--- config.mk ---
export PLATFORM = sky130hd
export DESIGN_NAME = jtframe_frame_dump
export DESIGN_NICKNAME = d
export VERILOG_FILES = /design/src/rtl/jtframe_frame_dump.sv
export SDC_FILE = /design/constraint.sdc
export NUM_CORES = 1
export LEC_CHECK = 0
export CORE_ASPECT_RATIO = 1.1
export CORE_MARGIN = 2
export CORE_UTILIZATION = 39
export CTS_CLUSTER_DIAMETER = 150
export DETAILED_ROUTE_END_ITERATION = 8
export PLACE_DENSITY = 0.61
export SETUP_SLACK_MARGIN = 0.15
export SLEW_MARGIN = 20
export SYNTH_ARGS = -nofsm -noshare
export SYNTH_HDL_FRONTEND = slang
export SYNTH_SLANG_ARGS = --single-unit
--- constraint.sdc ---
create_clock -name clk -period 3.2 [get_ports clk]
set_input_delay 0.48 -clock clk [delete_from_list [all_inputs] [get_ports clk]]
set_output_delay 0.48 -clock clk [all_outputs]
set_load 0.05 [all_outputs]
--- src/rtl/jtframe_frame_dump.sv ---
// jtframe_frame_dump
// Video capture engine. Counts frames on VS, captures a window of frames
// (START_FRAME, NFRAMES) into a small show-ahead FIFO and streams pixels out
// over valid/ready. Each entry is tagged with start-of-frame / start-of-line.
//
// Ports:
//   clk, rst_n                    clock, async active-low reset
//   pxl_cen                       pixel clock enable
//   HS, VS, LHBL, LVBL            sync (active-high) and blanking (active-low)
//   red, green, blue              pixel colour, CW bits each
//   frame_cnt                     completed-frame counter (VS rising edges)
//   dump_data/sof/sol/valid       FIFO head, zero while empty
//   dump_ready                    sink accepts head
//   busy, done, overflow          status; overflow is sticky
//   frame_crc, crc_stb            per-frame CRC-16-CCITT and its update strobe
//
// Optional feature macro: JTFRAME_DUMP_CRC_EN builds the CRC; otherwise
// frame_crc and crc_stb are tied to zero.
//
// state   | meaning
// --------+-------------------------------------------------------
// WAIT    | frame_cnt has not reached START_FRAME yet
// ARM     | start frame reached, waiting for the next VS edge
// CAPTURE | active pixels are written into the FIFO
// DONE    | NFRAMES frames captured; terminal until reset
module jtframe_frame_dump #(
  parameter int          CW          = 4,
  parameter int          FIFO_AW     = 4,
  parameter logic [31:0] START_FRAME = 32'd0,
  parameter int          NFRAMES     = 1
) (
  input  logic              clk,
  input  logic              rst_n,
  input  logic              pxl_cen,
  input  logic              HS,
  input  logic              VS,
  input  logic              LHBL,
  input  logic              LVBL,
  input  logic [CW-1:0]     red,
  input  logic [CW-1:0]     green,
  input  logic [CW-1:0]     blue,
  output logic [31:0]       frame_cnt,
  output logic [3*CW-1:0]   dump_data,
  output logic              dump_sof,
  output logic              dump_sol,
  output logic              dump_valid,
  input  logic              dump_ready,
  output logic              busy,
  output logic              done,
  output logic              overflow,
  output logic [15:0]       frame_crc,
  output logic              crc_stb
);

  localparam int PW    = 3*CW;
  localparam int EW    = PW+2;
  localparam int DEPTH = 1 << FIFO_AW;
  localparam logic [31:0]      NF       = 32'(NFRAMES);
  localparam logic [FIFO_AW:0] FULL_CNT = {1'b1, {FIFO_AW{1'b0}}};

  localparam logic [1:0] ST_WAIT = 2'd0;
  localparam logic [1:0] ST_ARM  = 2'd1;
  localparam logic [1:0] ST_CAP  = 2'd2;
  localparam logic [1:0] ST_DONE = 2'd3;

  logic [1:0]         st;
  logic [31:0]        frames_done;
  logic               vs_r, vs_rr, lhbl_r;
  logic               vs_edge, lhbl_rise;
  logic               sof_pend, sol_pend;
  logic               wr_req, full, push, pop;
  logic [EW-1:0]      entry, head;
  logic [EW-1:0]      mem [DEPTH];
  logic [FIFO_AW-1:0] wr_ptr, rd_ptr;
  logic [FIFO_AW:0]   cnt;

  // HS carries no information the blanking signals do not already give
  logic unused_hs;
  assign unused_hs = HS;

  assign vs_edge   = vs_r & ~vs_rr;
  assign lhbl_rise = LHBL & ~lhbl_r;

  always_ff @(posedge clk or negedge rst_n) begin
    if (!rst_n) begin
      vs_r      <= 1'b0;
      vs_rr     <= 1'b0;
      lhbl_r    <= 1'b0;
      frame_cnt <= 32'd0;
    end else begin
      vs_r   <= VS;
      vs_rr  <= vs_r;
      lhbl_r <= LHBL;
      if (vs_edge) frame_cnt <= frame_cnt + 32'd1;
    end
  end

  always_ff @(posedge clk or negedge rst_n) begin
    if (!rst_n) begin
      st          <= ST_WAIT;
      frames_done <= 32'd0;
    end else begin
      case (st)
        ST_WAIT: if (frame_cnt == START_FRAME) st <= ST_ARM;
        ST_ARM:  if (vs_edge) st <= ST_CAP;
        ST_CAP: if (vs_edge) begin
          frames_done <= frames_done + 32'd1;
          if (NF != 32'd0 && frames_done + 32'd1 == NF) st <= ST_DONE;
        end
        default: ;
      endcase
    end
  end

  // Fullness is judged on the count at the start of the cycle, so a
  // simultaneous pop never rescues a write into a full FIFO.
  assign wr_req = (st == ST_CAP) & pxl_cen & LHBL & LVBL;
  assign full   = (cnt == FULL_CNT);
  assign push   = wr_req & ~full;
  assign pop    = dump_valid & dump_ready;
  // A pixel on the very cycle LHBL rises is the first of its line.
  assign entry  = {sof_pend, sol_pend | lhbl_rise, red, green, blue};

  always_ff @(posedge clk or negedge rst_n) begin
    if (!rst_n) begin
      sof_pend <= 1'b0;
      sol_pend <= 1'b0;
    end else begin
      if (vs_edge && (st == ST_ARM || st == ST_CAP)) sof_pend <= 1'b1;
      else if (push)                                 sof_pend <= 1'b0;
      if (push)           sol_pend <= 1'b0;
      else if (lhbl_rise) sol_pend <= 1'b1;
    end
  end

  always_ff @(posedge clk) begin
    if (push) mem[wr_ptr] <= entry;
  end

  always_ff @(posedge clk or negedge rst_n) begin
    if (!rst_n) begin
      wr_ptr   <= '0;
      rd_ptr   <= '0;
      cnt      <= '0;
      overflow <= 1'b0;
    end else begin
      if (push) wr_ptr <= wr_ptr + FIFO_AW'(1);
      if (pop)  rd_ptr <= rd_ptr + FIFO_AW'(1);
      case ({push, pop})
        2'b10:   cnt <= cnt + (FIFO_AW+1)'(1);
        2'b01:   cnt <= cnt - (FIFO_AW+1)'(1);
        default: ;
      endcase
      if (wr_req && full) overflow <= 1'b1;
    end
  end

  assign head       = mem[rd_ptr];
  assign dump_valid = (cnt != '0);
  assign dump_data  = dump_valid ? head[PW-1:0] : '0;
  assign dump_sol   = dump_valid & head[PW];
  assign dump_sof   = dump_valid & head[PW+1];
  assign busy       = (st == ST_CAP) | dump_valid;
  assign done       = (st == ST_DONE);

`ifdef JTFRAME_DUMP_CRC_EN
  logic [15:0] crc_run;

  // CRC-16-CCITT, MSB first, one pixel word per call
  function automatic logic [15:0] crc_next(input logic [15:0] c, input logic [PW-1:0] d);
    logic [15:0] r;
    r = c;
    for (int i = PW-1; i >= 0; i--) begin
      if (r[15] ^ d[i]) r = {r[14:0], 1'b0} ^ 16'h1021;
      else              r = {r[14:0], 1'b0};
    end
    return r;
  endfunction

  always_ff @(posedge clk or negedge rst_n) begin
    if (!rst_n) begin
      crc_run   <= 16'hFFFF;
      frame_crc <= 16'd0;
      crc_stb   <= 1'b0;
    end else begin
      crc_stb <= 1'b0;
      if (push) crc_run <= crc_next(entry[PW+1] ? 16'hFFFF : crc_run, entry[PW-1:0]);
      if (vs_edge && st == ST_CAP) begin
        frame_crc <= crc_run;
        crc_stb   <= 1'b1;
      end
    end
  end
`else
  assign frame_crc = 16'd0;
  assign crc_stb   = 1'b0;
`endif

endmodule

==> results.json, run 1 <==
{
  "dp_hpwl_um": 17500,
  "ant_nets": 0,
  "cts_tree": "built",
  "ys_ff_latch": 309,
  "drive_gt1_share_pct": 22.5,
  "ys_seq_area_share_pct": 66.8,
  "max_stage_delay_ns": 0.52,
  "first_global_vias": 7567,
  "yosys.area.top_type": "edfxtp_1",
  "firstDrtPassIters": 4,
  "synth_flop_cell": "edfxtp_1",
  "cts.sinks": 309,
  "syn_inst": 818,
  "synth_edf_count": 224,
  "grt_pass1_wl_um": 45000,
  "yosys_warnings": 0,
  "wire_per_inst_um": 20.2,
  "grt_usage_pct": 16.3,
  "crit_required_ns": 2.72,
  "grt_remaining_overflow": 0,
  "start_util_pct": 39.7,
  "core_area_um2": 33400,
  "fill_cells": 2830,
  "setup_viol": 0,
  "worst_slew_pin_slew_ns": 0.651,
  "rows": 70,
  "cp-start-kind": "register",
  "cts_max_level": 2,
  "dr.first_iter.drc_count": 572,
  "cts_buffers": 34,
  "drc": 0,
  "fmax_mhz": 321,
  "setup-tns-final_ns": 0,
  "yosysTopAreaCellShare_pct": 50.8,
  "holdWs_ns": 0.393,
  "maxCapViolations": 0,
  "relSlewSlack_pct": 56.6,
  "place_ws_ns": 0.159,
  "synthArstFlopShare_pct": 27.5,
  "status": "complete, no violations",
  "path_class": "reg -> out",
  "vias": 7394,
  "viasPerCell": 5.26,
  "die-area_um2": 35500,
  "cts.path.max_buffers": 3,
  "slowest_stage": "dfrtp_4",
  "antenna_found_initial": 1,
  "timing.final.crit_period_ns": 3.12,
  "p_per_area_nw_per_um2": 806,
  "synth_area_leaders": "edfxtp_1 51%, dfrtp_1 16%, mux4_2 12%",
  "hp-class": "reg -> reg",
  "clockRootBuffer": "clkbuf_16",
  "io_pins": 87,
  "multi_input_area_um2": 4190,
  "grt_max_degree": 50,
  "cp_data_arrival_time_ns": 2.64,
  "path_max_fanout": 7,
  "max-vdd-ir-drop_mv": 0.495,
  "clock_latency_ns": 0.51,
  "die_w_um": 180,
  "cp_cell_sequence": "buf_12 -> buf_12 -> mux4_2 -> mux4_2 -> nor2b_4 -> buf_6",
  "nNetsFinal": 988,
  "clk_pin_slew_ns": 0.06,
  "ys_types": 58,
  "drt_wl_total_um": 28400,
  "die_y_um": 197,
  "p_leak_nw": 5.83,
  "fin_crit_sh_pct": 97.4,
  "port_buffers": 68,
  "syn-cell-area_um2": 13200,
  "hold_viol": 0,
  "ff_latch_area_um2": 8860,
  "gp_congestion": 0.832,
  "syn_to_final_growth_pct": 20.8,
  "rsz0062_at_grt": "true",
  "finalMaxSlewViolations": 0,
  "cp-end-kind": "output pin",
  "regToRegSetupSlack_ns": 0.28,
  "fin_ws_ns": 0.0827,
  "skew_ns": 0.0140,
  "synth_area_per_cell_um2": 16.2
}
[critical path, delay by kind of cell, from the launching register on]
| family | cells | cell delay, ns |
|---|---|---|
| buffers and inverters | 3 | 0.46 |
| DFF | 1 | 0.52 |
| muxes | 2 | 1.00 |
| and+or+nand+nor | 1 | 0.14 |
[what timing repair did]
item	in CTS	in global routing
gates cloned	2	1
gates resized for setup	15	14
setup endpoints to repair	16	17
hold buffers	1	0
endpoints found under the hold margin	3	0
buffers inserted	9	3
pin swaps	0	2
[worst paths after layout]
path,start,to,depth (start not counted)
worst max register to register,frame_cnt[0]$_DFFE_PN0P_,st[1]$_DFFE_PN0P_,10
max in group asynchronous,rst_n,frames_done[10]$_DFFE_PN0P_,3
worst min-delay path,vs_r$_DFF_PN0_,vs_rr$_DFF_PN0_,0
worst max-delay path,rd_ptr[0]$_DFFE_PN0P_,dump_data[0],6
worst min register to register,vs_r$_DFF_PN0_,vs_rr$_DFF_PN0_,0
min in group asynchronous,rst_n,cnt[3]$_DFFE_PN0P_,2
[per-layer routing]
metal / vias up / GRT usage [%] / routed length, um
li1: 3346 / - / -
met1: 3814 / 22.3 / 12600
met2: 186 / 26.9 / 13800
met3: 48 / 3.26 / 1390
met4: 0 / 4.46 / 597
met5: - / 0 / 0
[metrics by stage]
stage	std cells	instance area [um^2]	power (mW)	utilization [%]
2_1_floorplan	834	13300	7.65	-
3_3_place_gp	1328	14600	8.80	43.9
3_5_place_dp	1328	14600	8.85	43.9
4_1_cts	1400	15900	12.9	47.6
5_1_grt	1405	16000	13.5	48.0
6_report	1405	16000	12.9	48.0
[layout make-up]
cell class / count / area share, %
antenna: 1 / 0.0156
clock buffer: 46 / 5.78
clock inverter: 14 / 0.797
inverter: 19 / 0.446
multi-input combinational: 456 / 26.2
sequential: 309 / 55.4
tap: 432 / 3.38
timing repair buffer: 128 / 8.07
[cell families after synthesis]
family	after synthesis	share of synthesized area, %
mux	74	12.3
other cells	1	0.0283
flops	309	66.8
compound gates	41	2.00
simple gates	225	9.19
fa+ha+maj	20	1.95
xor+xnor	79	5.22
buf+inv	69	2.53
[power by group]
group	internal (mW)	leakage, nW	switching (mW)
logic	2.12	2.19	2.30
registers	4.51	3.13	0.277
clock network	2.14	0.515	1.56
[Yosys cell counts (17+ instances only)]
cell      number
edfxtp_1     224
dfrtp_1       85
mux4_2        70
xnor2_1       53
nand2_1       51
nor2_1        42
xor2_1        26
nand3_1       24
nand4_1       23
ha_1          19
inv_1         19
clkbuf_1      18
nor2b_1       18
buf_4         17
[placed cells by master (no fill, tap or decap), types with 3 or more instances in the layout]
cell type        instances
clkinv_2                 4
ha_1                    19
and4_1                   3
conb_1                  17
mux4_2                  70
clkbuf_1                 9
xnor2_1                 53
edfxtp_1               224
clkbuf_16               35
a21o_1                   4
nor2b_1                 13
buf_12                   7
clkdlybuf4s50_1         51
a21oi_1                 10
nor2_1                  42
o21ai_0                 11
and2_1                   4
nand3_1                 24
nand2b_1                 5
a31oi_1                  3
inv_1                   19
inv_6                    3
nor4_1                   9
xor2_1                  26
and3_1                  13
nor3_2                   5
buf_6                   12
buf_4                   51
nand4_1                 23
nor2b_4                  3
nor3_1                  10
dfrtp_1                 83
nand2_1                 51
clkbuf_8                 3
[state kept, by name (all words and copies together), names as in the netlist, 2 cells and up]
register     flops
mem            224
frames_done     32
st               2
frame_cnt       32
cnt              5
wr_ptr           4
rd_ptr           4
(Power assumes the default switching activity.)
==> inputs of run 2 (changes only) <==
- CORE_MARGIN: 2 -> unset
- SKIP_CTS_REPAIR_TIMING: unset -> 1
==> results.json, run 2 (same netlist as run 1, synthesis figures left out) <==
{
  "antenna_found_initial": 0,
  "rows": 70,
  "ant_nets": 0,
  "cp-start-kind": "register",
  "fmax_mhz": 314,
  "die-area_um2": 34700,
  "cts_tree": "built",
  "fin_crit_sh_pct": 99.5,
  "crit_required_ns": 2.72,
  "cts_buffers": 34,
  "dr.first_iter.drc_count": 674,
  "grt_pass1_wl_um": 43100,
  "max-vdd-ir-drop_mv": 0.506,
  "top_register": "mem",
  "clockRootBuffer": "clkbuf_16",
  "cp_data_arrival_time_ns": 2.70,
  "dp_hpwl_um": 17400,
  "drt_wl_total_um": 28400,
  "holdWs_ns": -0.0278,
  "dp.cells": 1333,
  "rr_startpoint": "frame_cnt[0]$_DFFE_PN0P_",
  "maxCapViolations": 0,
  "mostFrequentLayoutCell": "edfxtp_1",
  "stdcell_count": 1406,
  "hold_viol": 42,
  "die_w_um": 178,
  "skew_ns": 0.0138,
  "path_class": "reg -> out",
  "viasPerCell": 5.22,
  "cp-startpoint": "rd_ptr[0]$_DFFE_PN0P_",
  "mostFrequentLayoutCells": "224 x edfxtp_1, 83 x dfrtp_1, 70 x mux4_2",
  "gp_congestion": 0.806,
  "cts_max_level": 2,
  "relSlewSlack_pct": 58.9,
  "clock_latency_ns": 0.52,
  "firstDrtPassIters": 5,
  "placed_area_um2": 14700,
  "syn_to_final_growth_pct": 21.3,
  "io_pins": 87,
  "timing.final.crit_period_ns": 3.18,
  "violations": "hold timing",
  "cp-end-kind": "output pin",
  "core_area_um2": 33400,
  "cts.path.max_buffers": 3,
  "die_y_um": 195,
  "largest_reg_flops": 224,
  "start_util_pct": 39.7,
  "regToRegSetupSlack_ns": 0.33,
  "clk_pin_slew_ns": 0.07,
  "grt_usage_pct": 16.5,
  "p_per_area_nw_per_um2": 810,
  "first_global_vias": 7343,
  "wire_per_inst_um": 20.2,
  "grt_max_degree": 45,
  "rsz0062_at_grt": "true",
  "top_regs": "mem (224), frame_cnt (32), frames_done (32)",
  "finalInstanceArea_um2": 16100,
  "port_buffers": 68,
  "vias": 7345,
  "finalMaxSlewViolations": 0,
  "drc": 0,
  "setup_viol": 0,
  "grt_remaining_overflow": 0,
  "setup-tns-final_ns": 0,
  "worst_slew_pin_slew_ns": 0.615,
  "status": "finished, violations left",
  "p_leak_nw": 5.86,
  "cts.sinks": 309,
  "nNetsFinal": 989,
  "path_max_fanout": 7,
  "drive_gt1_share_pct": 22.3,
  "diodes": 0,
  "hp-class": "in -> async"
}
## run 2: changes by cell type in the layout (fill, tap and decap cells not counted), moves of 2 or more
cell            change
nor2b_1             +4
clkbuf_16           +3
nor2b_4             -3
buf_12              -2
buf_6               +2
bufinv_16           +2
dlygate4sd2_1       -2
dlymetal6s2s_1      +2
## run 2: per-layer routing
| layer | wire (um) | GRT usage (%) |
|---|---|---|
| met3 | 1530 | 2.92 |
| met4 | 465 | 4.27 |
| met1 | 12500 | 22.8 |
| met2 | 13900 | 27.0 |
| met5 | 0 | 0 |
## run 2: metrics by stage
step	hold slack (ns)	util, %	power [mW]	setup WS [ns]
2_1_floorplan	0.184	-	7.65	0.267
3_3_place_gp	0.382	44.0	8.79	0.239
3_5_place_dp	0.397	44.0	8.81	0.202
4_1_cts	-0.0187	47.3	12.7	-0.308
5_1_grt	0.000431	48.1	13.6	-0.0441
6_report	-0.0278	48.1	13.0	0.0167
## run 2: final cells by class
| class | instances | area (um^2) |
|---|---|---|
| clock buffer | 45 | 912 |
| clock inverter | 16 | 183 |
| fill | 2832 | 17300 |
| inverter | 19 | 71.3 |
| multi-input combinational | 456 | 4170 |
| sequential | 309 | 8860 |
| tap | 432 | 541 |
| timing repair buffer | 129 | 1330 |
## run 2: where the power goes
group          switching (mW)  internal [mW]  total [mW]
Sequential              0.275           4.51        4.78
Clock                    1.58           2.27        3.85
Combinational            2.27           2.11        4.38
## run 2: worst max-delay path, stage by stage, from the launching register on
cell and delay (ns):
dfrtp_4 0.50, buf_12 0.17, buf_4 0.15, clkbuf_16 0.15, mux4_2 0.41, mux4_2 0.47
nor2b_1 0.16, buf_6 0.17
## run 2: final timing paths
check                      cells past startpoint                     endpoint
max                                            7                 dump_data[9]
min                                            1  frames_done[21]$_DFFE_PN0P_
max reg2reg                                   10            st[1]$_DFFE_PN0P_
min reg2reg                                    0              vs_rr$_DFF_PN0_
max in group asynchronous                      2   frames_done[8]$_DFFE_PN0P_
min in group clk                               0              vs_rr$_DFF_PN0_
==> inputs of run 3 (changes only) <==
- CTS_CLUSTER_DIAMETER: 150 -> unset
==> results of run 3 <==
No change in the layout: final DEF, timing and power equal those of run 2.
